## src/rtl/alu_unit_if.sv

```systemverilog
// Operand/result bundle for alu_unit: master drives operands and opcode, slave returns result and flags.
// Carry_Flag exists only when ALU_CARRY_EN is defined.
interface alu_unit_if #(
  parameter int WIDTH = 16
);
  logic [WIDTH-1:0] A;
  logic [WIDTH-1:0] B;
  logic [3:0]       ALU_FUN;
  logic [WIDTH-1:0] ALU_OUT;
  logic             Arith_Flag;
  logic             Logic_Flag;
  logic             CMP_Flag;
  logic             Shift_Flag;
`ifdef ALU_CARRY_EN
  logic             Carry_Flag;
`endif

  modport master (
    output A, B, ALU_FUN,
    input  ALU_OUT, Arith_Flag, Logic_Flag, CMP_Flag, Shift_Flag
`ifdef ALU_CARRY_EN
    , input Carry_Flag
`endif
  );

  modport slave (
    input  A, B, ALU_FUN,
    output ALU_OUT, Arith_Flag, Logic_Flag, CMP_Flag, Shift_Flag
`ifdef ALU_CARRY_EN
    , output Carry_Flag
`endif
  );
endinterface

```

## src/rtl/alu_unit.sv

```systemverilog
// Registered 16-function ALU: one-cycle latency, one-hot class flags decoded from the opcode.
// Optional macro ALU_CARRY_EN adds a registered Carry_Flag (add carry, subtract borrow, multiply overflow).
module alu_unit #(
  parameter int WIDTH = 16
) (
  input  logic       CLK,
  input  logic       RST,
  alu_unit_if.slave  bus
);

  logic [WIDTH-1:0] w_sum;
  logic [WIDTH-1:0] w_diff;
  logic [WIDTH-1:0] w_prod;
  logic [WIDTH-1:0] w_quot;
  logic             w_eq;
  logic             w_gt;
  logic             w_lt;
  logic [WIDTH-1:0] w_result;
  logic [3:0]       w_flags;   // {arith, logic, cmp, shift}

  logic [WIDTH-1:0] r_alu_out;
  logic [3:0]       r_flags;

`ifdef ALU_CARRY_EN
  logic                 w_add_c;
  logic [2*WIDTH-1:0]   w_prod_full;
  logic                 w_mul_ovf;
  logic                 w_carry;
  logic                 r_carry;

  assign {w_add_c, w_sum} = {1'b0, bus.A} + {1'b0, bus.B};
  assign w_prod_full      = {{WIDTH{1'b0}}, bus.A} * {{WIDTH{1'b0}}, bus.B};
  assign w_prod           = w_prod_full[WIDTH-1:0];
  assign w_mul_ovf        = |w_prod_full[2*WIDTH-1:WIDTH];
`else
  assign w_sum  = bus.A + bus.B;
  assign w_prod = bus.A * bus.B;
`endif

  assign w_diff = bus.A - bus.B;
  // Divide-by-zero yields zero rather than the all-ones a raw divider might produce.
  assign w_quot = (bus.B == {WIDTH{1'b0}}) ? {WIDTH{1'b0}} : (bus.A / bus.B);
  assign w_eq   = (bus.A == bus.B);
  assign w_gt   = (bus.A >  bus.B);
  assign w_lt   = (bus.A <  bus.B);

  // Opcode decode: next result and class flags; unknown opcodes fall to the zero default.
  always_comb begin
    w_result = {WIDTH{1'b0}};
    w_flags  = 4'b0000;
    case (bus.ALU_FUN)
      4'b0000: begin w_result = w_sum;                   w_flags = 4'b1000; end
      4'b0001: begin w_result = w_diff;                  w_flags = 4'b1000; end
      4'b0010: begin w_result = w_prod;                  w_flags = 4'b1000; end
      4'b0011: begin w_result = w_quot;                  w_flags = 4'b1000; end
      4'b0100: begin w_result = bus.A & bus.B;           w_flags = 4'b0100; end
      4'b0101: begin w_result = bus.A | bus.B;           w_flags = 4'b0100; end
      4'b0110: begin w_result = ~(bus.A & bus.B);        w_flags = 4'b0100; end
      4'b0111: begin w_result = ~(bus.A | bus.B);        w_flags = 4'b0100; end
      4'b1000: begin w_result = bus.A ^ bus.B;           w_flags = 4'b0100; end
      4'b1001: begin w_result = ~(bus.A ^ bus.B);        w_flags = 4'b0100; end
      4'b1010: begin w_result = w_eq ? WIDTH'(1) : {WIDTH{1'b0}}; w_flags = 4'b0010; end
      4'b1011: begin w_result = w_gt ? WIDTH'(2) : {WIDTH{1'b0}}; w_flags = 4'b0010; end
      4'b1100: begin w_result = w_lt ? WIDTH'(3) : {WIDTH{1'b0}}; w_flags = 4'b0010; end
      4'b1101: begin w_result = {1'b0, bus.A[WIDTH-1:1]}; w_flags = 4'b0001; end
      4'b1110: begin w_result = {bus.A[WIDTH-2:0], 1'b0}; w_flags = 4'b0001; end
      default: begin w_result = {WIDTH{1'b0}};           w_flags = 4'b0000; end
    endcase
  end

`ifdef ALU_CARRY_EN
  // Carry/borrow/overflow select for the arithmetic ops that define one.
  always_comb begin
    w_carry = 1'b0;
    case (bus.ALU_FUN)
      4'b0000: w_carry = w_add_c;
      4'b0001: w_carry = w_lt;
      4'b0010: w_carry = w_mul_ovf;
      default: w_carry = 1'b0;
    endcase
  end

  // Carry register, same timing and reset as the main result.
  always_ff @(posedge CLK or posedge RST) begin
    if (RST) begin
      r_carry <= 1'b0;
    end else begin
      r_carry <= w_carry;
    end
  end

  assign bus.Carry_Flag = r_carry;
`endif

  // Result and flag registers.
  always_ff @(posedge CLK or posedge RST) begin
    if (RST) begin
      r_alu_out <= {WIDTH{1'b0}};
      r_flags   <= 4'b0000;
    end else begin
      r_alu_out <= w_result;
      r_flags   <= w_flags;
    end
  end

  assign bus.ALU_OUT    = r_alu_out;
  assign bus.Arith_Flag = r_flags[3];
  assign bus.Logic_Flag = r_flags[2];
  assign bus.CMP_Flag   = r_flags[1];
  assign bus.Shift_Flag = r_flags[0];

endmodule

```

## src/flat_wrapper.sv

```systemverilog
// flat-port wrapper written by rule: the top's interface ports become plain ports
module alu_unit_flat 
#(
  parameter int WIDTH = 16
)
  (CLK, RST, bus_A, bus_B, bus_ALU_FUN, bus_ALU_OUT, bus_Arith_Flag, bus_Logic_Flag, bus_CMP_Flag, bus_Shift_Flag);
  alu_unit_if #(.WIDTH(WIDTH)) bus_i ();
  input  logic CLK;
  input  logic RST;
  input wire logic [$bits(bus_i.A)-1:0] bus_A;
  input wire logic [$bits(bus_i.B)-1:0] bus_B;
  input wire logic [$bits(bus_i.ALU_FUN)-1:0] bus_ALU_FUN;
  output wire logic [$bits(bus_i.ALU_OUT)-1:0] bus_ALU_OUT;
  output wire logic [$bits(bus_i.Arith_Flag)-1:0] bus_Arith_Flag;
  output wire logic [$bits(bus_i.Logic_Flag)-1:0] bus_Logic_Flag;
  output wire logic [$bits(bus_i.CMP_Flag)-1:0] bus_CMP_Flag;
  output wire logic [$bits(bus_i.Shift_Flag)-1:0] bus_Shift_Flag;
  assign bus_i.A = bus_A;
  assign bus_i.B = bus_B;
  assign bus_i.ALU_FUN = bus_ALU_FUN;
  assign bus_ALU_OUT = bus_i.ALU_OUT;
  assign bus_Arith_Flag = bus_i.Arith_Flag;
  assign bus_Logic_Flag = bus_i.Logic_Flag;
  assign bus_CMP_Flag = bus_i.CMP_Flag;
  assign bus_Shift_Flag = bus_i.Shift_Flag;
  alu_unit #(.WIDTH(WIDTH)) u_core (.CLK(CLK), .RST(RST), .bus(bus_i));
endmodule
```

## config.mk

```make
export PLATFORM = sky130hd
export DESIGN_NAME = alu_unit_flat
export DESIGN_NICKNAME = d
export VERILOG_FILES = /design/src/rtl/alu_unit_if.sv /design/src/rtl/alu_unit.sv /design/src/flat_wrapper.sv
export SDC_FILE = /design/constraint.sdc
export NUM_CORES = 1
export LEC_CHECK = 0
export BUFFER_PORTS_ARGS = -buffer_cell sky130_fd_sc_hd__buf_4
export CORE_ASPECT_RATIO = 1.4
export CORE_MARGIN = 2
export CORE_UTILIZATION = 30
export CTS_BUF_LIST = sky130_fd_sc_hd__clkbuf_8
export CTS_CLUSTER_SIZE = 25
export DETAILED_ROUTE_END_ITERATION = 8
export PLACE_DENSITY_LB_ADDON = 0.3
export SLEW_MARGIN = 20
export SYNTH_ARGS = -nofsm -noshare
export SYNTH_HDL_FRONTEND = slang
export SYNTH_SLANG_ARGS = --single-unit
```

## constraint.sdc

```tcl
create_clock -name CLK -period 0.8 [get_ports CLK]
set_input_delay 0.12 -clock CLK [delete_from_list [all_inputs] [get_ports CLK]]
set_output_delay 0.12 -clock CLK [all_outputs]
set_load 0.03 [all_outputs]
```

==> impl_metrics.json <==
{
  "status": "finished, violations left",
  "violations": "negative setup slack",
  "fin_cells": 3447,
  "drive_gt1_share_pct": 45.6,
  "seqPwrFrac_pct": 3.0,
  "ys_seq_area_share_pct": 3.49,
  "ys_seq_elements": 20,
  "grt_pass1_wl_um": 106000,
  "grt_max_degree": 27,
  "place.gp.congestion": 1.04,
  "synthesis.instances": 1970,
  "p_switching_mw": 21.5,
  "met3_usage_pct": 2.55,
  "coreArea_um2": 47200,
  "holdCritPathClass": "in -> reg",
  "drtIter0Drc": 1185,
  "hold_path_depth": 3,
  "nets": 3180,
  "vias": 18717,
  "ys.flop_type": "dfrtp_1",
  "p_int_mw": 21.7,
  "clockBufferDepth": 2,
  "placed_cells": 3268,
  "finalHoldViolations": 0,
  "ant_nets": 0,
  "avgSynthCellArea_um2": 7.28,
  "finalCritPeriodShare_pct": 2890,
  "die_w_um": 189,
  "grt.total_usage_pct": 27.4,
  "critPathCaptureType": "register",
  "yosysWarnings": 0,
  "fin_ws_ns": -22.33,
  "cts-root-buf": "clkbuf_8",
  "cpMostUsedCell": "buf_4",
  "total_power_mw": 43.2,
  "portBuffers": 57,
  "use_met1_pct": 28.4,
  "hpwl_um": 55500,
  "powerDensity_nw_per_um2": 1750,
  "tightest_slew_ns": 0.633,
  "vias_per_cell": 5.43,
  "ys_types": 89,
  "cpPeakStageDelay_ns": 0.55,
  "detail_route.wl_per_cell_um": 20.6,
  "min_period_ns": 23.13,
  "synth_edf_count": 0,
  "yosys.area.top_type": "ha_1",
  "antenna_found_initial": 1,
  "rsz0062_at_grt": "true",
  "synthesis.nets": 2326,
  "synth_area_leaders": "ha_1 21%, fa_1 11%, nand2_1 5.4%",
  "drv_cap": 0,
  "initial_core_util_pct": 30.4,
  "cts_max_level": 1,
  "swShare_pct": 49.7,
  "synthToLayoutAreaGrowth_pct": 72.2,
  "cts_sinks": 20,
  "post-route-util_pct": 52.3,
  "cp.required_ns": 0.94,
  "max_freq_mhz": 43.2,
  "cts_tree": "done",
  "startpoint_type": "primary input",
  "syn_area_um2": 14300,
  "final-setup-viol-count": 36,
  "path_clk_slew_ns": 0.07,
  "cts-buffers-inserted": 3,
  "first_pass_iters": 5,
  "cp.arrival_ns": 23.26,
  "pwr-share-comb_pct": 94.6,
  "slew_viol_final": 0,
  "diodes": 0,
  "grt_pass1_vias": 19608,
  "gr-usage-met2_pct": 50.9,
  "ios": 58,
  "leakagePower_nw": 11.8,
  "fp.dieH_um": 263,
  "grt_busiest_layer": "met2",
  "peakVddDrop_uv": 2180,
  "maxSlewHeadroom_pct": 57.7,
  "synth-async-reset-ratio_pct": 100,
  "routed_wl_um": 71100,
  "place_worst_setup_slack_ns": -23.17,
  "worstSetupPathType": "in -> reg",
  "power.share.clock_pct": 2.4,
  "drcViolationCount": 0,
  "path_max_fanout": 7,
  "dieArea_um2": 49600,
  "grt.overflow.total": 0,
  "fp-row-count": 94,
  "critical-path-slowest-cell": "or4_4",
  "synthDominantCellAreaShare_pct": 20.6,
  "finalSetupTns_ns": -179.46
}
-- state kept, by name, summed over array words and instances, names as in the netlist --
signal	count
u_core.bus.ALU_OUT	16
u_core.r_flags	4
-- power groups by stage --
| stage | clock network [mW] | logic [mW] | registers [mW] |
|---|---|---|---|
| after floorplan | 0 | 18.8 | 1.77 |
| after global routing | 1.08 | 43.4 | 1.33 |
| after global placement | 0 | 34.9 | 1.30 |
| after detailed placement | 0 | 35.2 | 1.30 |
| after CTS | 1.03 | 37.4 | 1.32 |
| final | 1.02 | 40.9 | 1.31 |
-- synth_stat cells (all sizes together) (32+ instances only) --
| cell type | number |
|---|---|
| nor2 | 200 |
| nand2 | 207 |
| a21oi | 125 |
| o21a | 49 |
| nand3 | 37 |
| inv | 184 |
| xnor2 | 82 |
| clkbuf | 82 |
| a21o | 32 |
| o21ai | 93 |
| nor3 | 47 |
| xor2 | 42 |
| ha | 236 |
| o211ai | 32 |
| fa | 82 |
-- path summary, 6_finish.rpt --
check                                          to  slack, ns           start
max in group asynchronous       u_core.r_flags[2]       0.15             RST
min in group asynchronous  u_core.bus.ALU_OUT[15]       0.43             RST
hold / removal                  u_core.r_flags[3]       0.27  bus_ALU_FUN[2]
setup / recovery            u_core.bus.ALU_OUT[0]     -22.33       bus_B[12]
-- metrics by stage --
stage	instance area (um2)	hold slack, ns
finish	24700	0.268
global route	24700	0.268
CTS	23400	0.250
detailed placement	21300	0.168
global placement	21300	0.162
floorplan	15300	0.0838
-- final cells by class --
cell class	instances	area, um2
timing repair buffer	937	7750
clock inverter	1	30.0
clock buffer	3	41.3
fill	4317	22500
multi-input combinational	1674	14800
tap	624	781
sequential	20	500
inverter	188	746
-- routing by layer --
metal	part of all wire, %	up-vias
li1	-	8729
met1	36	8955
met2	50	709
met3	4.8	322
met4	9.3	2
met5	0.014	-
-- placed cells by master (no fill, tap or decap), drive strengths merged, types with 19 or more instances in the layout --
| cell type | n |
|---|---|
| buf | 934 |
| ha | 236 |
| nand2 | 207 |
| nor2 | 200 |
| inv | 181 |
| a21oi | 125 |
| o21ai | 93 |
| xnor2 | 82 |
| fa | 82 |
| o21a | 49 |
| nor3 | 47 |
| xor2 | 42 |
| nand3 | 37 |
| o211ai | 32 |
| a21o | 32 |
| nand2b | 25 |
| or3 | 24 |
| mux2 | 24 |
| o22ai | 22 |
| nor2b | 21 |
| dfrtp | 20 |
| a31oi | 20 |
| o31ai | 19 |
-- repair_timing --
action / CTS / global route
pin swaps: 115 / 126
endpoints found under the hold margin: 20 / 0
buffers inserted: 112 / 71
hold buffers: 1 / 0
cloned: 1 / 0
resized for setup: 238 / 186
setup endpoints to repair: 39 / 39
-- worst max-delay path, delay by kind of cell --
kind | cells | cell delay [ns]
AND/OR/NAND/NOR | 17 | 3.75
multiplexers | 6 | 1.81
AO/OA/AOI/OAI | 56 | 9.89
buffers and inverters | 34 | 4.31
adder cells (fa/ha/maj) | 14 | 3.35
-- logic make-up (layout without fill, tap and decap cells) --
| logic type | after synthesis | in the layout | synth area share, % |
|---|---|---|---|
| multiplexers | 32 | 32 | 2.47 |
| AND/OR/NAND/NOR | 654 | 654 | 21.3 |
| flip-flops | 20 | 20 | 3.49 |
| AO/OA/AOI/OAI | 546 | 546 | 25.8 |
| buffers and inverters | 276 | 1129 | 7.26 |
| XOR/XNOR | 124 | 124 | 7.57 |
| adder cells (fa/ha/maj) | 318 | 318 | 32.0 |
Power figures use the tool's default switching activity.
